File: src/rtl/muldiv_if.sv
// Request/response bundle between the control FSM and the iterative RV32M mul/div unit.
// The master issues start/op/operands, and the slave returns the result with busy/done.
interface muldiv_if #(
  parameter int DATA_WIDTH = 32
);
  logic                  start_i;
  logic [2:0]            op_i;
  logic [DATA_WIDTH-1:0] srcA_i;
  logic [DATA_WIDTH-1:0] srcB_i;
  logic [DATA_WIDTH-1:0] result_o;
  logic                  busy_o;
  logic                  done_o;

  modport master (output start_i, op_i, srcA_i, srcB_i, input result_o, busy_o, done_o);
  modport slave  (input start_i, op_i, srcA_i, srcB_i, output result_o, busy_o, done_o);
endinterface

File: src/rtl/muldiv_unit.sv
// Iterative RV32M multiply/divide: 32-step shift-add / restoring divide on magnitudes,
// followed by one sign-fixup cycle. One operation is in flight at a time (start/busy/done).
module muldiv_unit #(
  parameter int DATA_WIDTH = 32
) (
  input  logic     clk_i,
  input  logic     rst_ni,
  muldiv_if.slave  bus
);
  localparam int W  = DATA_WIDTH;
  localparam int CW = $clog2(DATA_WIDTH);

  localparam logic [2:0] OP_MUL    = 3'b000;
  localparam logic [2:0] OP_MULH   = 3'b001;
  localparam logic [2:0] OP_MULHSU = 3'b010;
  localparam logic [2:0] OP_DIV    = 3'b100;
  localparam logic [2:0] OP_REM    = 3'b110;

  typedef enum logic [1:0] {IDLE, CALC, FIXUP, DONE} state_t;

  state_t          state, state_nxt;
  logic [2:0]      op_q;
  logic            sign_a, sign_b;
  logic [W-1:0]    mag_b;
  logic [2*W-1:0]  acc;      // mul: {hi, multiplier/lo}; div: {remainder, dividend/quotient}
  logic [CW-1:0]   count;
  logic [W-1:0]    result;

  // Issue-side decode
  logic            sa_in, sb_in, is_div, div_zero, div_ovf, special;
  logic [W-1:0]    abs_a, abs_b, special_res;

  always_comb begin
    is_div   = bus.op_i[2];
    sa_in    = bus.srcA_i[W-1] & (bus.op_i == OP_MULH || bus.op_i == OP_MULHSU ||
                                  bus.op_i == OP_DIV  || bus.op_i == OP_REM);
    sb_in    = bus.srcB_i[W-1] & (bus.op_i == OP_MULH || bus.op_i == OP_DIV ||
                                  bus.op_i == OP_REM);
    abs_a    = sa_in ? (~bus.srcA_i + 1'b1) : bus.srcA_i;
    abs_b    = sb_in ? (~bus.srcB_i + 1'b1) : bus.srcB_i;
    div_zero = is_div && (bus.srcB_i == '0);
    div_ovf  = is_div && !bus.op_i[0] && (bus.srcA_i == {1'b1, {(W-1){1'b0}}}) &&
               (bus.srcB_i == '1);
    special  = div_zero || div_ovf;
    if (div_zero) special_res = bus.op_i[1] ? bus.srcA_i : '1;
    else          special_res = bus.op_i[1] ? '0 : {1'b1, {(W-1){1'b0}}};
  end

  // One iteration step and the final sign fixup
  logic [W:0]      mul_sum, rem_sh, diff;
  logic [2*W-1:0]  acc_step, prod;
  logic [W-1:0]    quo, rem, fix_res;

  always_comb begin
    mul_sum = {1'b0, acc[2*W-1:W]} + (acc[0] ? {1'b0, mag_b} : '0);
    rem_sh  = {acc[2*W-1:W], acc[W-1]};
    diff    = rem_sh - {1'b0, mag_b};
    if (op_q[2]) begin
      // Borrow clear means the trial subtraction fits: keep it and set the quotient bit
      if (!diff[W]) acc_step = {diff[W-1:0],   acc[W-2:0], 1'b1};
      else          acc_step = {rem_sh[W-1:0], acc[W-2:0], 1'b0};
    end else begin
      acc_step = {mul_sum, acc[W-1:1]};
    end
    prod    = (sign_a ^ sign_b) ? (~acc + 1'b1) : acc;
    quo     = (sign_a ^ sign_b) ? (~acc[W-1:0] + 1'b1) : acc[W-1:0];
    rem     = sign_a ? (~acc[2*W-1:W] + 1'b1) : acc[2*W-1:W];
    if (op_q[2])              fix_res = op_q[1] ? rem : quo;
    else if (op_q == OP_MUL)  fix_res = prod[W-1:0];
    else                      fix_res = prod[2*W-1:W];
  end

  always_ff @(posedge clk_i or negedge rst_ni) begin
    if (!rst_ni) state <= IDLE;
    else         state <= state_nxt;
  end

  always_comb begin
    state_nxt = state;
    case (state)
      IDLE:    if (bus.start_i) state_nxt = special ? DONE : CALC;
      CALC:    if (count == CW'(W-1)) state_nxt = FIXUP;
      FIXUP:   state_nxt = DONE;
      DONE:    state_nxt = IDLE;
      default: state_nxt = IDLE;
    endcase
  end

  always_ff @(posedge clk_i or negedge rst_ni) begin
    if (!rst_ni) begin
      op_q   <= '0;
      sign_a <= 1'b0;
      sign_b <= 1'b0;
      mag_b  <= '0;
      acc    <= '0;
      count  <= '0;
      result <= '0;
    end else begin
      case (state)
        IDLE: if (bus.start_i) begin
          op_q   <= bus.op_i;
          sign_a <= sa_in;
          sign_b <= sb_in;
          mag_b  <= abs_b;
          acc    <= {{W{1'b0}}, abs_a};
          count  <= '0;
          if (special) result <= special_res;
        end
        CALC: begin
          acc   <= acc_step;
          count <= count + 1'b1;
        end
        FIXUP:   result <= fix_res;
        default: ;
      endcase
    end
  end

  assign bus.result_o = result;
  assign bus.busy_o   = (state != IDLE);
  assign bus.done_o   = (state == DONE);
endmodule

File: src/flat_wrapper.sv
// flat-port wrapper written by rule: the top's interface ports become plain ports
module muldiv_unit_flat 
#(
  parameter int DATA_WIDTH = 32
)
  (clk_i, rst_ni, bus_start_i, bus_op_i, bus_srcA_i, bus_srcB_i, bus_result_o, bus_busy_o, bus_done_o);
  muldiv_if #(.DATA_WIDTH(DATA_WIDTH)) bus_i ();
  input  logic clk_i;
  input  logic rst_ni;
  input wire logic [$bits(bus_i.start_i)-1:0] bus_start_i;
  input wire logic [$bits(bus_i.op_i)-1:0] bus_op_i;
  input wire logic [$bits(bus_i.srcA_i)-1:0] bus_srcA_i;
  input wire logic [$bits(bus_i.srcB_i)-1:0] bus_srcB_i;
  output wire logic [$bits(bus_i.result_o)-1:0] bus_result_o;
  output wire logic [$bits(bus_i.busy_o)-1:0] bus_busy_o;
  output wire logic [$bits(bus_i.done_o)-1:0] bus_done_o;
  assign bus_i.start_i = bus_start_i;
  assign bus_i.op_i = bus_op_i;
  assign bus_i.srcA_i = bus_srcA_i;
  assign bus_i.srcB_i = bus_srcB_i;
  assign bus_result_o = bus_i.result_o;
  assign bus_busy_o = bus_i.busy_o;
  assign bus_done_o = bus_i.done_o;
  muldiv_unit #(.DATA_WIDTH(DATA_WIDTH)) u_core (.clk_i(clk_i), .rst_ni(rst_ni), .bus(bus_i));
endmodule
File: config.mk
export PLATFORM = sky130hd
export DESIGN_NAME = muldiv_unit_flat
export DESIGN_NICKNAME = d
export VERILOG_FILES = /design/src/rtl/muldiv_if.sv /design/src/rtl/muldiv_unit.sv /design/src/flat_wrapper.sv
export SDC_FILE = /design/constraint.sdc
export NUM_CORES = 1
export LEC_CHECK = 0
export BUFFER_PORTS_ARGS = -buffer_cell sky130_fd_sc_hd__buf_4
export CAP_MARGIN = 20
export CORE_MARGIN = 10
export CORE_UTILIZATION = 40
export CTS_BUF_LIST = sky130_fd_sc_hd__clkbuf_4
export CTS_CLUSTER_SIZE = 24
export DETAILED_ROUTE_END_ITERATION = 12
export HOLD_SLACK_MARGIN = 0.03
export PLACE_DENSITY_LB_ADDON = 0.15
export SYNTH_ARGS = -nofsm -noshare
export SYNTH_HDL_FRONTEND = slang
export SYNTH_SLANG_ARGS = --single-unit
File: constraint.sdc
create_clock -name clk_i -period 3.5 [get_ports clk_i]
set_input_delay 0.35 -clock clk_i [delete_from_list [all_inputs] [get_ports clk_i]]
set_output_delay 0.35 -clock clk_i [all_outputs]
set_load 0.005 [all_outputs]
==> run_results.csv <==
group,metric,value,unit
setup_path,cp.depth,11,
pwr,power_density,1130,mW/mm^2
floorplanning,die_area,0.0449,mm^2
cts,cts-root-buf,"clkbuf_4",
synth,synth_edf_count,0,
drt,ant_nets,0,
final_layout,final_nets,2286,
grt,met3_usage,4.75,%
setup_path,max_stage_delay,0.55,ns
pwr,p_leak,7.54,nW
drt,routed_wl,57.8,mm
grt,grt_usage,25.5,%
timing,hold_violations,0,
synth,syn_inst,2004,
timing,worst_pin_slew,0.922,ns
final_layout,stdcell_count,2621,
cts,cts_tree,"yes",
setup_path,path_max_fanout,7,
placed_design,hpwl,44.8,mm
cts,clk_pin_slew,0.14,ns
run_status,outcome,"complete, no violations",
cts,cts.sinks,140,
setup_path,critPathSlowestCell,"nor3_1",
synth,synth_flop_cell,"dfrtp_1",
grt,grt_first_pass_wirelength,89.0,mm
floorplanning,die_w,212,um
timing,setup_violations,0,
flow_run,max_cap_viol_count,0,
setup_path,start_kind,"flop",
timing,whs,0.0727,ns
synth,ys_seq_area_share,23.8,%
grt,grt_overflow,0,
placed_design,dp_slack,0.0740,ns
timing,max_freq,0.293,GHz
final_layout,syn_to_final_growth,17.3,%
grt,grt.busiest_layer,"met2",
setup_path,rr_startpoint,"u_core.acc[43]",
setup_path,path_buf_inv,2,
grt,grt_max_degree,69,
floorplanning,core,0.0364,mm^2
synth,ys_types,79,
synth,async_reset_ff_share,100,%
synth,synth_simple_gate_area_share,21.6,%
synth,synthesis.nets,2151,
setup_path,r2r_setup_slack,0.08,ns
cts,numCtsBuffers,17,
synth,synth_top_family_by_area,"compound AO/OA/AOI/OAI gates",
drt,vias,15700,
final_layout,drive_above_1_share,13.7,%
timing,layout_setup_ws,0.0835,ns
setup_path,cp_cell_sequence,"buf_4 -> nor3_1 -> nand4_1 -> or2_2 -> buf_4 -> o21ai_0 -> nor2_1 -> a311oi_1 -> a21oi_1 -> o31ai_1 -> a31oi_1",
cts,clk_path_buf_depth,2,
timing,fin_crit,3.42,ns
pwr,vdd_drop_max,586,uV
grt,globalRouteMet1Util,35.3,%
cts,h-tree-depth,4,
drt,vias_per_cell,5.99,
setup_path,cp-end-kind,"flop",
floorplanning,start_util,40.4,%
synth,ys_seq_elements,140,
setup_path,startpoint,"u_core.acc[43]",
timing,fin_skew,0.0336,ns
pwr,p_total,19.6,mW
floorplanning,die_y,212,um
synth,synthAdderAreaFrac,6.65,%
drt,drc,0,
timing,relSlewSlack,38.5,%
synth,synth.area.top_cells,"dfrtp_1 (24%), o21ai_0 (8.5%), ha_1 (6.4%)",
setup_path,reg2reg_depth,11,
setup_path,cpMostUsedCell,"buf_4",
timing,drv_slew,0,
synth,syn_area,0.0147,mm^2
synth,yosys_warnings,0,
cts,clock_latency,0.65,ns
synth,yosysMostFrequentCell,"o21ai_0",
setup_path,crit_arrival,3.94,ns
synth,yosysTopAreaCellShare,23.8,%
grt,use_met2,39.3,%
synth,synthMuxAreaShare,4.12,%
grt,antenna_found_initial,1,
synth,synth_top_cell_by_area,"dfrtp_1",
placed_design,place_inst,2550,
min_path,hold_path_class,"in2reg",
synth,netlist_top_cells_count,"o21ai_0 (249), nand2_1 (233), nor2_1 (184), dfrtp_1 (140), a21oi_1 (138)",
synth,synth-compound-area-share,27.1,%
synth,synth-xor-area-share,11.4,%
drt,routedWlPerCell,22.0,um
timing,fin_tns_setup,0,ns
grt,grt_pass1_vias,15100,
setup_path,r2r_end,"u_core.bus.result_o[22]",
timing,min_period_over_period,97.6,%
drt,drtIter0Drc,1414,
setup_path,timing.critical_path.to,"u_core.bus.result_o[22]",
timing,rsz0062_at_grt,"no",
drt,dr.pass1.iters,7,
setup_path,path_delay_family,"simple AND/OR/NAND/NOR gates",
placed_design,gp_congestion,1.01,
floorplanning,pin_count,104,
synth,avgSynthCellArea,7.35,um^2
floorplanning,rows,70,
setup_path,critical_path_class,"reg2reg",
placed_design,portBuffers,103,
setup_path,crit_required,4.02,ns
==> placed cells by master, fill, tap and decap left out, drive strengths merged, types with 31 or more instances in the layout <==
| cell | netlist | layout |
|---|---|---|
| o21ai | 262 | 262 |
| nand2 | 234 | 234 |
| buf | 19 | 217 |
| nor2 | 184 | 184 |
| dfrtp | 140 | 140 |
| a21oi | 138 | 138 |
| xnor2 | 106 | 106 |
| xor2 | 85 | 85 |
| ha | 75 | 75 |
| inv | 69 | 74 |
| mux2i | 55 | 55 |
| nor3 | 43 | 43 |
| nand3 | 40 | 40 |
| a31oi | 37 | 37 |
| dlygate4sd3 | 0 | 37 |
| a21o | 31 | 31 |
==> report_power, final <==
group	total [mW]	switching [mW]	internal, mW
sequential	3.27	0.890	2.38
clock	1.40	0.747	0.652
combinational	14.9	9.18	5.75
total	19.6	10.8	8.77
==> flip-flops by register name (all words and copies together), names as in the netlist <==
register	cells
u_core.sign_b	1
u_core.bus.result_o	32
u_core.sign_a	1
u_core.state	2
u_core.op_q	3
u_core.mag_b	32
u_core.count	5
u_core.acc	64
==> layer usage <==
metal	up-vias	wire length (um)	share of wire [%]
met1	7568	26400	46
met2	587	25700	44
li1	7471	-	-
met3	81	4130	7.1
met5	-	0	0
met4	0	1560	2.7
==> metrics by stage <==
stage	utilization, %	area [um^2]
6_report	47.4	17300
3_3_place_gp	45.3	16500
5_1_grt	47.4	17300
4_1_cts	47.3	17200
3_5_place_dp	45.3	16500
2_1_floorplan	-	14700
==> worst reg2reg max path, stage by stage, from the launching register on <==
cell and delay [ns]:
dfrtp_1 0.46, buf_4 0.20, nor3_1 0.55, nand4_1 0.30
or2_2 0.43, buf_4 0.18, o21ai_0 0.25, nor2_1 0.07
a311oi_1 0.28, a21oi_1 0.10, o31ai_1 0.36, a31oi_1 0.14
==> cell families after synthesis <==
kind of cell / after synthesis
buf+inv: 207
compound gates: 654
fa+ha+maj: 77
xor+xnor: 191
simple gates: 675
flops: 140
mux: 60
==> how the worst min path moves through the flow <==
stage / to / start / slack (ns) / depth (start not counted)
detailed placement: u_core.bus.result_o[5] / rst_ni / 0.38 / 1
CTS: u_core.bus.result_o[11] / bus_srcA_i[11] / 0.03 / 3
global route: u_core.acc[27] / bus_srcA_i[27] / 0.05 / 3
global placement: u_core.bus.result_o[10] / rst_ni / 0.38 / 1
finish: u_core.mag_b[12] / bus_srcB_i[12] / 0.07 / 3
floorplan: u_core.acc[0] / rst_ni / 0.05 / 0
==> repair_timing <==
item	4_1_cts	5_1_grt
hold endpoints to repair	93	0
setup buffers	0	1
setup endpoints to repair	0	10
gates resized for setup	0	15
hold buffers	37	0
==> cell type report <==
class / instances / area (um^2)
inverter: 69 / 259
multi-input combinational: 1657 / 10500
tap: 468 / 586
clock inverter: 15 / 234
fill: 3718 / 19200
timing repair buffer: 254 / 2060
antenna: 1 / 2.50
clock buffer: 17 / 128
sequential: 140 / 3510
(Power assumes the default switching activity.)
